`src/rtl/led_pkg.sv`:
```
// Shared constants, scan phase type and line-decode helpers for the 4x4 LED matrix.
package led_pkg;

    localparam int LED_COUNT = 16;
    localparam int LED_IDX_W = 4;

    localparam logic [3:0] ALED_OFF = 4'b1111;
    localparam logic [3:0] KLED_OFF = 4'b0000;

    // A slot is a blanking interval followed by the PWM interval.
    typedef enum logic {
        PH_BLANK = 1'b0,
        PH_PWM   = 1'b1
    } scan_phase_t;

    // Anodes are active-low: the selected column drives its line low.
    function automatic logic [3:0] anode_decode(input logic [1:0] col);
        return ~(4'b0001 << col);
    endfunction

    // Cathode output-enable is one-hot on the selected row.
    function automatic logic [3:0] cathode_decode(input logic [1:0] row);
        return 4'b0001 << row;
    endfunction

endpackage

```
`src/rtl/led_scan_timer.sv`:
```
// Slot / tick / blanking counters that walk the matrix one LED slot at a time.
module led_scan_timer
    import led_pkg::*;
#(
    parameter int TICK_DIV     = 1,
    parameter int BRIGHT_W     = 4,
    parameter int BLANK_CYCLES = 2
) (
    input  logic                 clk,
    input  logic                 rst,
    output logic [LED_IDX_W-1:0] o_slot,
    output logic [BRIGHT_W-1:0]  o_tick,
    output logic                 o_in_blank,
    output logic                 o_slot_last,
    output logic                 o_frame_last
);

    localparam int TICK_LAST  = (1 << BRIGHT_W) - 2;
    localparam int DIV_W      = (TICK_DIV > 1) ? $clog2(TICK_DIV) : 1;
    localparam int BLANK_W    = (BLANK_CYCLES > 1) ? $clog2(BLANK_CYCLES) : 1;
    localparam int BLANK_LAST = (BLANK_CYCLES > 0) ? BLANK_CYCLES - 1 : 0;
    localparam scan_phase_t START_PHASE = (BLANK_CYCLES > 0) ? PH_BLANK : PH_PWM;

    scan_phase_t          r_phase;
    scan_phase_t          w_phase_next;
    logic [BLANK_W-1:0]   r_blank_cnt;
    logic [DIV_W-1:0]     r_div_cnt;
    logic [BRIGHT_W-1:0]  r_tick;
    logic [LED_IDX_W-1:0] r_slot;

    logic w_blank_done;
    logic w_tick_done;
    logic w_slot_last;

    assign w_blank_done = (r_phase == PH_BLANK) && (r_blank_cnt == BLANK_W'(BLANK_LAST));
    assign w_tick_done  = (r_phase == PH_PWM) && (r_div_cnt == DIV_W'(TICK_DIV - 1));
    assign w_slot_last  = w_tick_done && (r_tick == BRIGHT_W'(TICK_LAST));

    // Phase register: blanking first, then PWM, back to blanking at slot end.
    // NOTE: sequential state uses non-blocking assignments so every flop samples pre-edge values.
    always_ff @(posedge clk or posedge rst) begin
        if (rst) begin
            r_phase <= START_PHASE;
        end else begin
            r_phase <= w_phase_next;
        end
    end

    // Next-phase decode.
    // NOTE: the default assignment up front keeps every path driven, so no latch is inferred.
    always_comb begin
        w_phase_next = r_phase;
        case (r_phase)
            PH_BLANK: if (w_blank_done) w_phase_next = PH_PWM;
            PH_PWM:   if (w_slot_last)  w_phase_next = START_PHASE;
            default:  w_phase_next = START_PHASE;
        endcase
    end

    // Blank, clock-divider, tick and slot counters; each wraps at its terminal count.
    always_ff @(posedge clk or posedge rst) begin
        if (rst) begin
            r_blank_cnt <= '0;
            r_div_cnt   <= '0;
            r_tick      <= '0;
            r_slot      <= '0;
        end else begin
            if (r_phase == PH_BLANK) begin
                r_blank_cnt <= w_blank_done ? '0 : r_blank_cnt + 1'b1;
            end
            if (r_phase == PH_PWM) begin
                r_div_cnt <= w_tick_done ? '0 : r_div_cnt + 1'b1;
                if (w_slot_last) begin
                    r_tick <= '0;
                end else if (w_tick_done) begin
                    r_tick <= r_tick + 1'b1;
                end
            end
            if (w_slot_last) begin
                r_slot <= r_slot + 1'b1;
            end
        end
    end

    assign o_slot       = r_slot;
    assign o_tick       = r_tick;
    assign o_in_blank   = (r_phase == PH_BLANK);
    assign o_slot_last  = w_slot_last;
    assign o_frame_last = w_slot_last && (r_slot == LED_IDX_W'(LED_COUNT - 1));

endmodule

```
`src/rtl/led_frame_scheduler.sv`:
```
// Double-buffered 4x4 LED frame controller: back-bank writes, frame-aligned
// bank swap, per-slot PWM with blanking, registered anode/cathode drive.
module led_frame_scheduler
    import led_pkg::*;
#(
    parameter int TICK_DIV     = 1,
    parameter int BRIGHT_W     = 4,
    parameter int BLANK_CYCLES = 2
) (
    input  logic                 clk,
    input  logic                 rst,
    input  logic                 wr_valid,
    output logic                 wr_ready,
    input  logic [LED_IDX_W-1:0] wr_addr,
    input  logic [BRIGHT_W-1:0]  wr_level,
    input  logic                 commit,
    output logic                 swap_pending,
    output logic                 frame_start,
    output logic [3:0]           aled,
    output logic [3:0]           kled_tri
);

    logic [LED_IDX_W-1:0] w_slot;
    logic [BRIGHT_W-1:0]  w_tick;
    logic                 w_in_blank;
    logic                 w_slot_last;
    logic                 w_frame_last;

    led_scan_timer #(
        .TICK_DIV     (TICK_DIV),
        .BRIGHT_W     (BRIGHT_W),
        .BLANK_CYCLES (BLANK_CYCLES)
    ) u_timer (
        .clk          (clk),
        .rst          (rst),
        .o_slot       (w_slot),
        .o_tick       (w_tick),
        .o_in_blank   (w_in_blank),
        .o_slot_last  (w_slot_last),
        .o_frame_last (w_frame_last)
    );

    logic [BRIGHT_W-1:0] r_bank [2][LED_COUNT];
    logic                r_front;
    logic                r_swap_pending;
    logic                r_slot_first;
    logic                r_frame_start;
    logic [3:0]          r_aled;
    logic [3:0]          r_kled_tri;

    logic                w_back;
    logic                w_wr_fire;
    logic                w_swap;
    logic [BRIGHT_W-1:0] w_level;
    logic                w_lit;

    assign w_back    = ~r_front;
    assign wr_ready  = ~r_swap_pending;
    assign w_wr_fire = wr_valid && wr_ready;
    // A commit landing on the frame boundary swaps immediately without going pending.
    assign w_swap    = w_frame_last && (r_swap_pending || commit);
    assign w_level   = r_bank[r_front][w_slot];
    assign w_lit     = !w_in_blank && (w_tick < w_level);

    // Bank storage: accepted writes land in the back bank only.
    // NOTE: the banks are cleared by reset because a reset must leave every LED dark.
    always_ff @(posedge clk or posedge rst) begin
        if (rst) begin
            for (int b = 0; b < 2; b++) begin
                for (int i = 0; i < LED_COUNT; i++) begin
                    r_bank[b][i] <= '0;
                end
            end
        end else if (w_wr_fire) begin
            r_bank[w_back][wr_addr] <= wr_level;
        end
    end

    // Commit tracking and front-bank select, toggled only at a frame boundary.
    always_ff @(posedge clk or posedge rst) begin
        if (rst) begin
            r_front        <= 1'b0;
            r_swap_pending <= 1'b0;
        end else if (w_swap) begin
            r_front        <= ~r_front;
            r_swap_pending <= 1'b0;
        end else if (commit) begin
            r_swap_pending <= 1'b1;
        end
    end

    // Output encode, registered one clock after the counter state it decodes.
    always_ff @(posedge clk or posedge rst) begin
        if (rst) begin
            r_slot_first  <= 1'b1;
            r_frame_start <= 1'b0;
            r_aled        <= ALED_OFF;
            r_kled_tri    <= KLED_OFF;
        end else begin
            r_slot_first  <= w_slot_last;
            r_frame_start <= r_slot_first && (w_slot == '0);
            r_aled        <= w_in_blank ? ALED_OFF : anode_decode(w_slot[1:0]);
            r_kled_tri    <= w_lit ? cathode_decode(w_slot[3:2]) : KLED_OFF;
        end
    end

    assign swap_pending = r_swap_pending;
    assign frame_start  = r_frame_start;
    assign aled         = r_aled;
    assign kled_tri     = r_kled_tri;

endmodule

```
`config.mk`:
```
export PLATFORM = sky130hd
export DESIGN_NAME = led_frame_scheduler
export DESIGN_NICKNAME = d
export VERILOG_FILES = /design/src/rtl/led_pkg.sv /design/src/rtl/led_scan_timer.sv /design/src/rtl/led_frame_scheduler.sv
export SDC_FILE = /design/constraint.sdc
export NUM_CORES = 1
export LEC_CHECK = 0
export ABC_CLOCK_PERIOD_IN_PS = 6600
export BUFFER_PORTS_ARGS = -buffer_cell sky130_fd_sc_hd__buf_4
export CELL_PAD_IN_SITES_DETAIL_PLACEMENT = 1
export CELL_PAD_IN_SITES_GLOBAL_PLACEMENT = 1
export CORE_UTILIZATION = 52
export DETAILED_ROUTE_END_ITERATION = 16
export PLACE_DENSITY = 0.75
export SLEW_MARGIN = 5
export SYNTH_ARGS = -nofsm -noshare
export SYNTH_HDL_FRONTEND = slang
export SYNTH_SLANG_ARGS = --single-unit
```
`constraint.sdc`:
```
create_clock -name clk -period 6.6 [get_ports clk]
set_clock_uncertainty 0.2 [all_clocks]
set_input_delay 0.66 -clock clk [delete_from_list [all_inputs] [get_ports clk]]
set_output_delay 0.66 -clock clk [all_outputs]
set_load 0.05 [all_outputs]
```
==> key figures <==
Run status
  • Status: completed

Setup path
  • Crit-path cells: buf_4, mux4_2, mux4_2, mux2i_1, ha_1, o21a_1, o21ai_0, nand3_1, o21ai_0
  • Crit path DAT: 4.15 ns
  • Crit path kind: reg2reg
  • Largest stage delay on the critical path: 1.02 ns
  • Crit-path max FO: 22
  • CP Capture Type: register
  • Origin of the critical flop-to-flop path: u_timer.o_slot[0]
  • Startpoint Class: register
  • Worst reg2reg path depth: 9
  • Worst Path Required: 6.74 ns
  • Critical Path End: kled_tri[1]
  • Crit. Startpoint: u_timer.o_slot[0]
  • R2R setup slack: 2.59 ns
  • Critical path's slowest cell: dfrtp_1
  • R2R Path End: kled_tri[1]

Finish
  • Utilization after layout: 60.8%
  • Share of layout cells above drive strength 1: 42.4%
  • Nets: 527
  • Non-Filler Instances: 695
  • Area delta synth->final: 13.7%
  • Ant diodes: 0
  • Final Instance Area: 8050 um2
  • Layout fillers: 1223
  • Most common cell after layout, fill and taps aside: dfrtp_1
  • Commonest cells after routing, fill and taps aside: dfrtp_1, mux2_2, nand2_1

Yosys
  • Syn Inst Count: 488
  • Synthesized cell area: 7070 um2
  • Synth cell types: 38
  • Post-synth top area share: 51.6%
  • Synth area leaders: dfrtp_1, mux2_2, mux4_2, mux4_1, dfstp_2
  • Cell accounting for the most synthesized area: dfrtp_1
  • Syn nets: 509
  • Ys Warns: 0
  • Mean Syn Cell Area: 14.5 um2
  • Seq/Total Area, Yosys: 53.5%
  • Yosys reg bits: 151

Power and ir drop
  • Leak: 3.80 nW
  • Power Dens Cells: 262 nW/um2
  • Worst IR Drop VDD: 0.000213 V

Route
  • Via density: 6.09
  • DRT Pass-1 Iters: 4
  • Top routing layer used: met4
  • Drt wl/cell: 24.9 um
  • DR WL met3: 572 um
  • Routed Antenna Nets: 0
  • DRT met1 WL: 7.65 mm
  • Total Wirelength: 17.3 mm
  • Residual DRC: 0
  • Initial drt markers: 174
  • Via count: 4233
  • Met2 wire length: 8.65 mm

Die
  • Die Area: 14100 um2
  • Core Area: 13200 um2
  • # rows: 42
  • Die W: 119 um
  • Die H: 119 um
  • IO Pins: 23
  • Initial core utilization: 53.4%

Global route
  • Largest net degree at the start of global routing: 88
  • Vias in the first global route: 4762
  • GRT overflow: 0
  • Gr usage total: 27.4%
  • First-pass GRT wire length: 28.3 mm
  • Initial antenna violation count: 0

Placed design
  • Hpwl dp: 11.5 mm
  • Gpl congestion: 0.823
  • Cells after DPL: 663
  • Placed Instance Area: 7360 um2
  • Port Buffers: 22

Clocking
  • Hold_buf cts: 0
  • Clk sinks: 151
  • Clock Path Buffers: 2
  • Post_cts resized: 0
  • CTS Buf Count: 17
  • Clock-pin slew on the worst setup and hold paths: 0.06 ns
  • Root Driver: clkbuf_16
  • TritonCTS clock tree: done
  • # H-tree levels: 4
  • Clock latency at the later pin of the worst-skew pair: 0.43 ns
  • Setup bufs post-CTS: 0

STA
  • Sum of negative setup slack: 0 ns
  • Final setup vio count: 0
  • Max-Slew Margin vs Limit: 31.0%
  • Fmax: 249 MHz
  • Least-Margin Pin Slew: 1.03 ns
  • Fin. Hold Viols: 0
  • Min Tclk post-route: 4.01 ns
  • RSZ-0062 raised after global routing: no
  • Slew Limit Fails: 0
  • Fin crit share: 60.8%

Job
  • Max-capacitance violation count: 0

Hold path
  • Type of the tightest min-delay check: in2async
==> where the power goes <==
part / switching [mW] / total, mW / internal, mW
clock: 0.381 / 1.13 / 0.746
sequential: 0.00281 / 0.934 / 0.931
combinational: 0.0400 / 0.0506 / 0.0106
==> cells by family (layout without fill, tap and decap cells) <==
group / after synthesis / after routing / synth area share, %
adder cells (fa/ha/maj): 9 / 9 / 1.59
AND/OR/NAND/NOR: 94 / 94 / 6.92
multiplexers: 174 / 174 / 33.3
buffers and inverters: 31 / 62 / 2.07
AO/OA/AOI/OAI: 24 / 24 / 2.05
flip-flops: 151 / 151 / 53.5
XOR/XNOR: 5 / 5 / 0.619
==> synth_stat cells <==
cell type,n
and3_1,1
mux4_1,10
o21a_1,1
nand4b_1,1
a31oi_1,1
a22o_1,1
nor2_1,22
nor3_1,3
inv_1,5
buf_4,1
or3_4,1
xnor2_1,5
nor3b_2,2
nand3b_4,1
nand2_1,28
a21oi_1,3
ha_1,9
buf_2,3
nor3_2,1
dfrtp_1,146
nand4_1,2
or2_4,1
nand3_1,12
buf_6,3
and2b_1,1
and4_1,1
o211ai_1,3
and3_2,1
mux2_2,128
a22oi_1,4
nand2b_1,5
dfstp_2,5
mux2i_1,13
nor2b_1,8
mux4_2,23
clkbuf_1,19
and2_1,3
o21ai_0,11
==> critical path, delay by kind of cell, from the launching register on <==
family                     cells  cell delay, ns
buffers and inverters          1            0.36
and+or+nand+nor                1            0.13
adders and majority gates      1            0.28
AOI/OAI and AO/OA              3            0.66
DFF                            1            1.02
muxes                          3            1.26
==> cell type report <==
class / instances / area, um2 / area share (%)
timing repair buffer: 25 / 188 / 2.33
clock buffer: 19 / 433 / 5.38
tap: 176 / 220 / 2.74
clock inverter: 13 / 251 / 3.13
inverter: 5 / 23.8 / 0.295
multi-input combinational: 306 / 3140 / 39.1
sequential: 151 / 3790 / 47.1
==> per-stage QoR <==
step                      total power [mW]  setup WS, ns  hold WS [ns]
after floorplan                      0.980          1.68         0.238
after global placement               0.999          2.74         0.253
after detailed placement              1.00          2.59         0.287
after CTS                             2.13          2.56         0.217
after global routing                  2.17          2.32         0.250
final                                 2.11          2.59         0.177
==> registers in the layout, indices dropped and copies added (netlist names) <==
signal,count
r_front,1
u_timer.r_div_cnt,1
swap_pending,1
u_timer.r_phase,1
r_bank,128
u_timer.o_slot,4
aled,4
frame_start,1
kled_tri,4
r_slot_first,1
u_timer.r_blank_cnt,1
u_timer.o_tick,4
==> layer usage <==
metal	vias up	track usage [%]
li1	1828	-
met1	2300	36.0
met2	73	44.6
met3	32	5.65
met4	0	11.1
met5	-	0
==> how the worst min path moves through the flow <==
stage / startpoint / end / depth (start not counted)
2_1_floorplan: u_timer.r_blank_cnt / u_timer.r_blank_cnt / 1
3_3_place_gp: u_timer.r_blank_cnt / u_timer.r_blank_cnt / 1
3_5_place_dp: r_bank[93] / r_bank[93] / 1
4_1_cts: rst / u_timer.o_slot[0] / 2
5_1_grt: rst / u_timer.r_blank_cnt / 2
6_report: rst / u_timer.r_blank_cnt / 2
Note: power is estimated with default switching activity, not from simulation.
